--- src/rtl/miss_handler.sv ---
`default_nettype none
// ============================================================================
// miss_handler : blocking-cache miss sequencer (victim write-back, line fill)
// Revision     : 1.0
// ============================================================================
module miss_handler #(
  parameter int LINE_WORDS = 4,
  parameter int BEAT_W     = (LINE_WORDS > 1) ? $clog2(LINE_WORDS) : 1
) (
  input  logic              clk,
  input  logic              reset,
  input  logic              stall,
  input  logic              req_valid,
  input  logic [31:0]       req_addr,
  input  logic              hit,
  input  logic              victim_dirty,
  input  logic [31:0]       victim_addr,
  input  logic              stop,
  output logic              delay,
  output logic              busy,
  output logic [31:0]       mem_addr,
  output logic              mem_we,
  output logic              mem_re,
  output logic [BEAT_W-1:0] beat,
  output logic              fill_we,
  output logic              tag_we,
  output logic              done
);

  localparam int OFF    = $clog2(LINE_WORDS) + 2;
  localparam int LINE_W = 32 - OFF;

  localparam logic [BEAT_W-1:0] LAST_BEAT = BEAT_W'(LINE_WORDS - 1);

  localparam logic [2:0] S_IDLE       = 3'd0;
  localparam logic [2:0] S_WB_ISSUE   = 3'd1;
  localparam logic [2:0] S_WB_WAIT    = 3'd2;
  localparam logic [2:0] S_WB_XFER    = 3'd3;
  localparam logic [2:0] S_FILL_ISSUE = 3'd4;
  localparam logic [2:0] S_FILL_WAIT  = 3'd5;
  localparam logic [2:0] S_FILL_XFER  = 3'd6;
  localparam logic [2:0] S_FINISH     = 3'd7;

  logic [2:0]        state_q,       state_d;
  logic [BEAT_W-1:0] beat_q,        beat_d;
  logic [LINE_W-1:0] fill_line_q,   fill_line_d;
  logic [LINE_W-1:0] victim_line_q, victim_line_d;

  logic [31:0] w_fill_base;
  logic [31:0] w_victim_base;
  logic [31:0] w_beat_off;
  logic        w_unused;

  assign w_fill_base   = {fill_line_q,   {OFF{1'b0}}};
  assign w_victim_base = {victim_line_q, {OFF{1'b0}}};
  assign w_beat_off    = {{(30-BEAT_W){1'b0}}, beat_q, 2'b00};
  // Byte offsets within the line carry no information for a whole-line miss.
  assign w_unused      = ^{req_addr[OFF-1:0], victim_addr[OFF-1:0]};

  always_ff @(posedge clk or negedge reset) begin
    if (!reset) begin
      state_q       <= S_IDLE;
      beat_q        <= '0;
      fill_line_q   <= '0;
      victim_line_q <= '0;
    end else begin
      state_q       <= state_d;
      beat_q        <= beat_d;
      fill_line_q   <= fill_line_d;
      victim_line_q <= victim_line_d;
    end
  end

  always_comb begin
    state_d       = state_q;
    beat_d        = beat_q;
    fill_line_d   = fill_line_q;
    victim_line_d = victim_line_q;
    if (!stall) begin
      case (state_q)
        S_IDLE: begin
          if (req_valid && !hit) begin
            fill_line_d   = req_addr[31:OFF];
            victim_line_d = victim_addr[31:OFF];
            state_d       = victim_dirty ? S_WB_ISSUE : S_FILL_ISSUE;
          end
        end
        S_WB_ISSUE:   if (!stop) state_d = S_WB_WAIT;
        S_FILL_ISSUE: if (!stop) state_d = S_FILL_WAIT;
        S_WB_WAIT: begin
          if (!stop) begin
            state_d = S_WB_XFER;
            beat_d  = '0;
          end
        end
        S_FILL_WAIT: begin
          if (!stop) begin
            state_d = S_FILL_XFER;
            beat_d  = '0;
          end
        end
        S_WB_XFER: begin
          if (beat_q == LAST_BEAT) begin
            state_d = S_FILL_ISSUE;
            beat_d  = '0;
          end else begin
            beat_d  = beat_q + 1'b1;
          end
        end
        S_FILL_XFER: begin
          if (beat_q == LAST_BEAT) begin
            state_d = S_FINISH;
            beat_d  = '0;
          end else begin
            beat_d  = beat_q + 1'b1;
          end
        end
        S_FINISH: state_d = S_IDLE;
        default:  state_d = S_IDLE;
      endcase
    end
  end

  // Every strobe is qualified by !stall so a frozen pipeline never sees a repeat.
  always_comb begin
    busy     = 1'b1;
    delay    = 1'b0;
    mem_we   = 1'b0;
    mem_re   = 1'b0;
    fill_we  = 1'b0;
    tag_we   = 1'b0;
    done     = 1'b0;
    mem_addr = 32'h0;
    beat     = '0;
    case (state_q)
      S_IDLE: busy = req_valid & ~hit;
      S_WB_ISSUE, S_FILL_ISSUE: delay = ~stall & ~stop;
      S_WB_XFER: begin
        mem_we   = ~stall;
        mem_addr = w_victim_base | w_beat_off;
        beat     = beat_q;
      end
      S_FILL_XFER: begin
        mem_re   = ~stall;
        fill_we  = ~stall;
        mem_addr = w_fill_base | w_beat_off;
        beat     = beat_q;
      end
      S_FINISH: begin
        tag_we   = ~stall;
        done     = ~stall;
        mem_addr = w_fill_base;
      end
      default: ;
    endcase
  end

endmodule
`default_nettype wire

--- config.mk ---
export PLATFORM = sky130hd
export DESIGN_NAME = miss_handler
export DESIGN_NICKNAME = d
export VERILOG_FILES = /design/src/rtl/miss_handler.sv
export SDC_FILE = /design/constraint.sdc
export NUM_CORES = 1
export LEC_CHECK = 0
export ABC_AREA = 1
export CORE_UTILIZATION = 58
export CTS_BUF_LIST = sky130_fd_sc_hd__clkbuf_16
export DETAILED_ROUTE_END_ITERATION = 12
export DONT_BUFFER_PORTS = 1
export MAX_ROUTING_LAYER = met4
export PLACE_DENSITY = 0.77
export SYNTH_ARGS = -nofsm -noshare
export SYNTH_HDL_FRONTEND = slang
export SYNTH_SLANG_ARGS = --single-unit
export TNS_END_PERCENT = 100
--- constraint.sdc ---
create_clock -name clk -period 4.05 [get_ports clk]
set_clock_uncertainty 0.15 [all_clocks]
set_input_delay 0.81 -clock clk [delete_from_list [all_inputs] [get_ports clk]]
set_output_delay 0.81 -clock clk [all_outputs]
set_load 0.03 [all_outputs]
# --- After elaboration in Yosys (flattened, before gate mapping) ---
# Index checks and enable logic that the tools add are counted.
classes:
  mul: 0
  muxes: 19
  eq_ne: 16
  n_reduce_logical: 10
  n_div: 0
  order_cmp: 0
  shift: 0
  add_sub_neg: 1
  bitwise: 7
ops:
  columns: ["cell", "count"]
  rows:
  - ["$pmux 32 s3", 1]
  - ["$or 32x4->32", 2]
  - ["$mux 3", 8]
  - ["$pmux 3 s8", 1]
  - ["$ne 2x2->1 const B", 8]
  - ["$eq 3x3->1 const B", 4]
  - ["$reduce_and 8->1", 1]
  - ["$eq 3x2->1 const B", 2]
  - ["$mux 2", 3]
  - ["$reduce_and 3->1", 2]
  - ["$reduce_or 2->1", 3]
  - ["$mux 1", 5]
  - ["$pmux 2 s2", 1]
  - ["$eq 3x1->1 const B", 1]
  - ["$logic_not 3->1", 1]
  - ["$not 1->1", 3]
  - ["$add 2x1->2 const B", 1]
  - ["$and 1x1->1", 2]
  - ["$eq 2x2->1 const B", 1]
  - ["$reduce_bool 2->1", 1]
  - ["$logic_and 1x1->1", 1]
  - ["$logic_not 1->1", 1]
totals:
  reg_bits: 61
  out_inout_bits: 41
  latchBits: 0
  mem_bits_rw: 0
  elab_cells: 57
  n_memories: 0
  in_bits: 71
  rom_bits: 0

# --- Longest topological paths before layout ---
# Gate-level depths: netlist of the first run.
logic_depth:
  depth_word: 4
  mapped_depth: 10
  mapped_depth_nobuf: 9

# --- Least setup slack after synthesis of the first run ---
# Ideal clock, no wire load.
synth_timing:
  path_kind: "input to output"
  startpoint: "input stop"
  endpoint: "output delay"
  n_path_buf: 0
  t_required_ns: 3.090
  path_slack_ns: 1.498
  path_stages: 2
  t_arrival_ns: 1.592
  path_cell_list: "or2_2 > a21oi_1"
synth_between:
  elab_chain_len: 3
synth_lines:
  columns: ["item", "line_no", "source"]
  rows:
  - ["start: declaration", "18", "input logic stop,"]
  - ["$not 1->1", "137", "S_WB_ISSUE, S_FILL_ISSUE: delay = ~stall & ~stop;"]
  - ["$and 1x1->1", "137", null]
  - ["$mux 1", "135", "case (state_q)"]
  - ["end: declaration", "19", "output logic delay,"]
# No other way between the ends.

# --- Worst setup path in the final report of the first run ---
layout_timing:
  startpoint: "register state_q[0]"
  endpoint: "output mem_addr[10]"
layout_between:
  elab_chain_len: 2
  word_cells_on_any_way: 4
  classes_between: "eq/ne (3); mux (1)"
layout_lines:
  columns: ["item", "line_no", "source"]
  rows:
  - ["start: declaration", "44", "logic [2:0] state_q, state_d;"]
  - ["start signal: assignment", "67", "state_q <= state_d;"]
  - ["$eq 3x3->1 or $eq 3x2->1 (tied branches)", "135", null]
  - ["$pmux 32 s3 *", "135", null]
  - ["end: declaration", "21", "output logic [31:0] mem_addr,"]
# Every way passes the cells marked *; elsewhere a longest branch is shown, timed or not.

==> results of run 1 <==
-- where the power goes --
| part | switching [mW] | internal [mW] |
|---|---|---|
| clock network | 0.243 | 0.466 |
| registers | 0.173 | 0.906 |
| logic | 0.637 | 0.288 |
| total | 1.05 | 1.66 |
-- Yosys cell counts --
cell type	instances
a21oi_1	2
a22o_1	28
buf_2	5
buf_4	5
buf_6	9
buf_8	1
clkbuf_1	1
conb_1	1
dfrtp_1	61
ha_1	5
inv_1	69
inv_2	3
nand2_1	81
nand2_2	3
nand3_1	4
nand3_4	1
nand4_1	2
nor2_1	14
nor2_2	1
nor3_1	1
o21ai_0	21
o21ai_1	41
or2_2	1
-- path summary, 6_finish.rpt --
check | start | to | slack (ns) | cells after the start
max reg2reg | state_q[0] | victim_line_q[20] | 1.83 | 7
max in group asynchronous | reset | fill_line_q[25] | 3.60 | 0
min reg2reg | fill_line_q[20] | fill_line_q[20] | 0.34 | 2
min | reset | fill_line_q[9] | 0.05 | 0
min in group clk | fill_line_q[20] | fill_line_q[20] | 0.34 | 2
max | state_q[0] | mem_addr[10] | 0.76 | 6
-- sequential cells by signal, indices dropped and copies added, names as in the netlist --
name           count
beat_q             2
fill_line_q       28
state_q            3
victim_line_q     28
-- area by class of cell --
class                           instances  area [um^2]  share of cell area (%)
Clock buffer                            9          225                    6.90
Tap cell                               70         87.6                    2.69
Sequential cell                        61         1530                    46.8
Inverter                               72          270                    8.29
Clock inverter                          7         58.8                    1.80
Multi-Input combinational cell        207         1080                    33.1
Timing Repair Buffer                    2         15.0                   0.460
-- cell families after synthesis --
group	count (synthesis)	share of synthesized area, %
buf+inv	93	14.8
other cells	1	0.123
flops	61	50.0
compound gates	92	18.5
simple gates	108	14.5
fa+ha+maj	5	2.05
-- routing by layer --
metal / wire [um] / GRT usage, %
met1: 2680 / 26.3
met2: 2800 / 34.8
met3: 285 / 5.69
met4: 28 / 8.81
met5: 0 / -
-- critical path: cells and delay by family (launching register included) --
kind            cells  cell delay [ns]
simple gates        2             0.55
buf+inv             2             0.43
flops               1             0.41
compound gates      1             0.38
fa+ha+maj           1             0.24
-- through the flow --
stage	instances	setup slack (ns)	power, mW	hold WS (ns)
floorplan	361	1.50	1.87	0.304
detailed placement	412	1.08	2.02	0.328
CTS	428	0.742	2.74	0.0280
global route	428	0.623	2.91	0.0257
global placement	412	1.14	1.96	0.317
finish	428	0.760	2.71	0.0453
==> impl_results.md, run 1 <==
* Status: finished, final reports clean
* Cell Chain, Critical Path: inv_1 > ha_1 > nand2_1 > nand2_1 > buf_4 > a22o_1
* Sequential fraction of the synthesis area at 50.0%
* Num rows at 26
* Most frequent cells in the layout: nand2_1, inv_1, dfrtp_1
* Top cell by count, worst path: nand2_1
* Setup repair after global routing missed its margin: false
* H-tree depth at 3
* Clk buf depth at 2
* Pleak at 1.79 nW
* Nets@finish at 429
* Filler instances at 444
* Via/cell ratio at 5.13
* Syn Inst Count at 360
* Initial antenna violation count at 0
* Io pins at 112
* Synth warnings at 0
* DIE AREA at 5560 um^2
* PortBufs at 0
* Finished layout cell area at 3260 um^2
* Tightest Pin Transition at 1.05 ns
* Fin. max-slew vios at 0
* Number of synthesized register bits at 61
* Worst Path Max Fanout at 15
* Yosys top cell area share at 50.0%
* CTS Root Cell: clkbuf_16
* Unique masters post-synth at 23
* MaxCap Viol Count at 0
* Critical Path Sink Type: output pin
* Clock-pin slew on the worst setup and hold paths at 0.05 ns
* WS Path Type: reg -> out
* Synth area leaders: dfrtp_1, nand2_1, inv_1
* Via count at 2196
* Final Hold Viols at 0
* Maximum number of pins on one net before global-route repair at 73
* Vias in the first global route at 2009
* Die Width at 74.6 um
* Final GP Congestion at 0.818
* Post-Synthesis Mean Instance Area at 8.48 um^2
* Slowest Stage Delay on Critical Path at 0.43 ns
* Area leader, netlist: dfrtp_1
* # diodes at 0
* Total global-route track usage at 21.8%
* Routed Antenna Nets at 0
* Pwr Density at 832 nW/um^2
* First-pass GRT wire length at 8830 um
* Final Util at 64.3%
* Slowest CP cell: nand2_1
* HP Class: in -> async
* Total setup buffers inserted after CTS at 0
* Post-DR wirelength/cell at 13.5 um
* Dpl cell area at 2980 um^2
* Share of cells above drive strength 1 at 6.70%
* Crit path launch type: register
* Post-DP HPWL at 3950 um
* Cts repair resizes at 0
* Crit share post-route at 81.2%
* Starting density of the core at 60.2%
* CTS Sinks at 61
* Core outline area at 5070 um^2
* Relative slew slack at 29.7%
* Worst VDD drop at 0.390 mV
* DRT Pass-1 Iters at 4
* Hold_buf cts at 0
* Setup TNS at 0 ns
* Final setup fails at 0
* Crit path time final at 3.29 ns
* Area growth, synth to finish at 6.80%
* Max Fclk at 304 MHz
* Synth Cell Area at 3050 um^2
* # DRC at 0
* Crit path DAT at 2.33 ns
* Most common cell after layout, fill and taps aside: nand2_1
* Grt ovf at 0
* Clk_lat worst skew at 0.31 ns
* CTS tree: yes
* Total CTS buffers at 9
* DRT iter0 DRCs at 134
* Required @ worst endpoint at 3.09 ns
* Die H at 74.6 um
* Routed Wire Length at 5790 um
No activity file was read; power rests on OpenSTA's default activity.
==> inputs of run 2 (changes only) <==
Settings changed: CORE_UTILIZATION 58 to 57, PLACE_DENSITY 0.77 to 0.78.
Clock period 4.05 ns to 2.8 ns, I/O delays scaled along.
==> impl_results.md, run 2 (synthesis results as in run 1) <==
* Worst path bufs/invs at 2
* Clk_lat worst skew at 0.31 ns
* Die Width at 75.2 um
* Area growth, synth to finish at 11.4%
* Core outline area at 5140 um^2
* Worst Path Max Fanout at 15
* Post-DR wirelength/cell at 13.4 um
* CP Launch Point: state_q[0]
* Hold_buf cts at 2
* Crit share post-route at 93.4%
* Slowest CP cell: dfrtp_1
* Filler instances at 444
* Fin. max-slew vios at 0
* Tightest Pin Transition at 0.633 ns
* Nets@finish at 439
* Final GP Congestion at 0.850
* Total setup buffers inserted after CTS at 0
* Hold path startpoint: victim_addr[30]
* Critical Path Sink Type: output pin
* PortBufs at 0
* Setup TNS at 0 ns
* Via count at 2247
* First-pass GRT wire length at 8990 um
* HP Class: in -> reg
* CTS tree: yes
* Critical R2R Launch: state_q[0]
* Total global-route track usage at 22.3%
* Cts repair resizes at 0
* Share of cells above drive strength 1 at 9.51%
* DRT Pass-1 Iters at 4
* Via/cell ratio at 5.13
* Routed Antenna Nets at 0
* Setup repair after global routing missed its margin: false
* Final Power at 4.10 mW
* Pwr Density at 1210 nW/um^2
* Routed Wire Length at 5880 um
* H-tree depth at 3
* Cell Chain, Critical Path: inv_1 > ha_1 > nand2_1 > nand2_1 > buf_4 > a22o_1
* Crit path DAT at 1.90 ns
* Crit path launch type: register
* Relative slew slack at 57.9%
* Most common cell after layout, fill and taps aside: nand2_1
* Most frequent cells in the layout: nand2_1, inv_1, dfrtp_1
* Pleak at 1.86 nW
* Crit path time final at 2.61 ns
* # diodes at 0
* DIE AREA at 5660 um^2
* CTS Sinks at 61
* Final WS setup at 0.186 ns
* Total CTS buffers at 9
* Register Area at 1530 um^2
* Io pins at 112
* Slowest Stage Delay on Critical Path at 0.40 ns
* Num rows at 26
* Starting density of the core at 59.4%
* Worst VDD drop at 0.657 mV
* MaxCap Viol Count at 0
* Required @ worst endpoint at 2.09 ns
* Cell Count, Final, Fillers Out at 438
* Final setup fails at 0
* Post-DP HPWL at 3930 um
* Initial antenna violation count at 0
* Maximum number of pins on one net before global-route repair at 62
* Largest regs: fill_line_q: 28 flops, victim_line_q: 28 flops, state_q: 3 flops
* Top cell by count, worst path: nand2_1
* CTS Root Cell: clkbuf_16
* WS Path Type: reg -> out
* Final Hold Viols at 0
* Top cell family by delay on the critical path: flip-flops
* Grt ovf at 0
* Post-Place Worst Slack at 0.511 ns
* Die H at 75.2 um
* DP Cell Count at 420
* Clk buf depth at 2
* # DRC at 0
* Max Fclk at 383 MHz
* Status: finished, final reports clean
* Multi-input logic area at 1080 um^2
* Clock-pin slew on the worst setup and hold paths at 0.05 ns
* DRT iter0 DRCs at 92
* Vias in the first global route at 2008
run 2: final timing paths:
path	cells past startpoint	slack (ns)	to
hold reg to reg	2	0.34	victim_line_q[14]
hold / removal	2	0.22	victim_line_q[26]
setup / recovery	6	0.19	mem_addr[8]
max in group asynchronous	2	1.62	state_q[1]
setup reg to reg	8	0.80	victim_line_q[23]
min in group asynchronous	2	0.63	fill_line_q[10]
run 2: power by group:
part	switching, mW	internal [mW]	leakage, nW
Clock	0.372	0.774	0.157
Sequential	0.251	1.31	0.767
Combinational	0.932	0.464	0.940
run 2: worst register-to-register path: stages (launching register included):
cell,delay (ns)
dfrtp_1,0.40
inv_1,0.10
ha_1,0.19
nand2_2,0.07
inv_2,0.08
nand3_4,0.36
buf_12,0.35
nand2_1,0.11
o21ai_1,0.07
run 2: per-stage QoR:
step | hold WS [ns] | cell area [um^2] | util (%)
final | 0.221 | 3400 | 66.2
after global routing | 0.216 | 3400 | 66.2
after CTS | 0.214 | 3400 | 66.2
after detailed placement | 0.116 | 3050 | 59.3
after global placement | 0.116 | 3050 | 59.3
after floorplan | 0.114 | 3060 | -
run 2: final cells by class:
type,count,area share [%]
Clock buffer,9,6.62
Clock inverter,7,2.65
Inverter,72,7.94
Multi-Input combinational cell,207,31.7
Sequential cell,61,44.9
Tap cell,70,2.57
Timing Repair Buffer,12,3.68
run 2: routing by layer:
layer | share of wire, % | vias up | routed length (um) | global-route usage (%)
li1 | - | 1140 | - | -
met1 | 45 | 1038 | 2650 | 26.8
met2 | 49 | 65 | 2890 | 35.9
met3 | 5.0 | 4 | 295 | 5.76
met4 | 0.73 | 0 | 43 | 9.26
met5 | 0 | - | 0 | -
==> inputs of run 3 (changes only) <==
Settings changed: MAX_ROUTING_LAYER met4 to not set, PLACE_DENSITY 0.78 to not set, PLACE_DENSITY_LB_ADDON set to 0.08.
==> impl_results.md, run 3 (synthesis results as in run 1) <==
* Total CTS buffers at 9
* Most common cell after layout, fill and taps aside: nand2_1
* Crit path DAT at 1.88 ns
* Worst VDD drop at 0.619 mV
* Clock-pin slew on the worst setup and hold paths at 0.05 ns
* Final hold slack at 0.220 ns
* # DRC at 0
* Initial antenna violation count at 0
* Crit path launch type: register
* Worst Path Max Fanout at 28
* Share of cells above drive strength 1 at 8.47%
* Via count at 2273
* Num rows at 26
* Maximum number of pins on one net before global-route repair at 62
* Post-DP HPWL at 3950 um
* DRT Pass-1 Iters at 4
* Routed Wire Length at 5860 um
* Cell Chain, Critical Path: ha_1 > nand2_2 > inv_2 > a22o_1
* Top cell family by delay on the critical path: compound AO/OA/AOI/OAI gates
* DIE AREA at 5660 um^2
* WS Path Type: reg -> out
* Final setup fails at 0
* Setup TNS at 0 ns
* Tightest Pin Transition at 0.638 ns
* H-tree depth at 3
* Crit share post-route at 92.3%
* Most frequent cells in the layout: nand2_1, inv_1, dfrtp_1
* Final Util at 65.3%
* Starting density of the core at 59.4%
* Slowest CP cell: a22o_1
* Clk buf depth at 2
* Met2 Use GR at 33.7%
* Relative slew slack at 57.6%
* Filler instances at 485
* Status: finished, final reports clean
* Cell Count, Final, Fillers Out at 436
* Clk_lat worst skew at 0.31 ns
* Largest regs: fill_line_q: 28 flops, victim_line_q: 28 flops, state_q: 3 flops
* Total global-route track usage at 21.5%
* Final GP Congestion at 0.838
* DRT iter0 DRCs at 116
* Reg2Reg Setup Slack at 0.82 ns
* First-pass GRT wire length at 8900 um
* Die Width at 75.2 um
* Pleak at 1.84 nW
* Dpl cell area at 3040 um^2
* Finished layout cell area at 3360 um^2
* Via/cell ratio at 5.21
* Vias in the first global route at 2038
* GRT met1 Usage at 27.1%
* Pwr Density at 1180 nW/um^2
* # diodes at 0
* Critical Path Sink Type: output pin
* Post-DR wirelength/cell at 13.4 um
* Total setup buffers inserted after CTS at 0
* CTS Sinks at 61
* Crit path time final at 2.59 ns
* Met3 Use GR at 8.57%
* Grt ovf at 0
* Slowest Stage Delay on Critical Path at 0.42 ns
* Core outline area at 5140 um^2
* Fin. max-slew vios at 0
* CTS Root Cell: clkbuf_16
* Nets@finish at 437
* HP Class: in -> reg
* Die H at 75.2 um
* Final Hold Viols at 0
* Worst path bufs/invs at 1
* PortBufs at 0
* CTS tree: yes
* Max Fclk at 387 MHz
* Io pins at 112
* Global route hottest layer: met2
* Required @ worst endpoint at 2.09 ns
* DP Cell Count at 418
* MaxCap Viol Count at 0
* Area growth, synth to finish at 9.91%
* Routed Antenna Nets at 0
* Setup repair after global routing missed its margin: false
## run 3: worst paths after layout
| kind | startpoint | endpoint | cells past startpoint |
|---|---|---|---|
| setup / recovery | state_q[0] | mem_addr[18] | 4 |
| hold / removal | req_addr[30] | fill_line_q[26] | 2 |
| setup reg to reg | state_q[0] | fill_line_q[12] | 7 |
| hold reg to reg | fill_line_q[9] | fill_line_q[9] | 2 |
| max in group asynchronous | reset | state_q[1] | 2 |
| min in group asynchronous | reset | victim_line_q[6] | 2 |
## run 3: cell type report
cell class / instances / area [um^2] / share of cell area, %
clock buffer: 9 / 225 / 6.71
timing repair buffer: 10 / 110 / 3.28
multi-input combinational: 207 / 1080 / 32.1
clock inverter: 7 / 58.8 / 1.75
sequential: 61 / 1530 / 45.5
tap: 70 / 87.6 / 2.61
inverter: 72 / 270 / 8.05
## run 3: timing repair
action	in CTS	in global routing
hold endpoints to repair	61	0
resized for setup	0	0
hold buffers	2	0
endpoints found under the setup margin	0	0
## run 3: where the power goes
part	leakage, nW	internal (mW)	switching [mW]
sequential	0.767	1.31	0.249
combinational	0.929	0.453	0.927
clock	0.145	0.674	0.354
total	1.84	2.44	1.53
## run 3: worst register-to-register path: cells and delay by family, from the launching register on
kind                     cells  cell delay, ns
flip-flops                   1            0.41
buffers and inverters        3            0.53
AO/OA/AOI/OAI                1            0.21
AND/OR/NAND/NOR              2            0.40
adder cells (fa/ha/maj)      1            0.18
## run 3: metal layers
metal	routed length, um	share of wire (%)	vias to the layer above
met5	0	0	-
met4	83	1.4	0
met3	418	7.1	10
met2	2670	46	73
met1	2690	46	1045
li1	-	-	1145
## run 3: through the flow
stage / setup slack [ns] / power [mW]
2_1_floorplan: 0.621 / 2.71
3_3_place_gp: 0.523 / 2.88
3_5_place_dp: 0.529 / 2.94
4_1_cts: 0.190 / 4.01
5_1_grt: 0.0776 / 4.28
6_report: 0.215 / 3.97
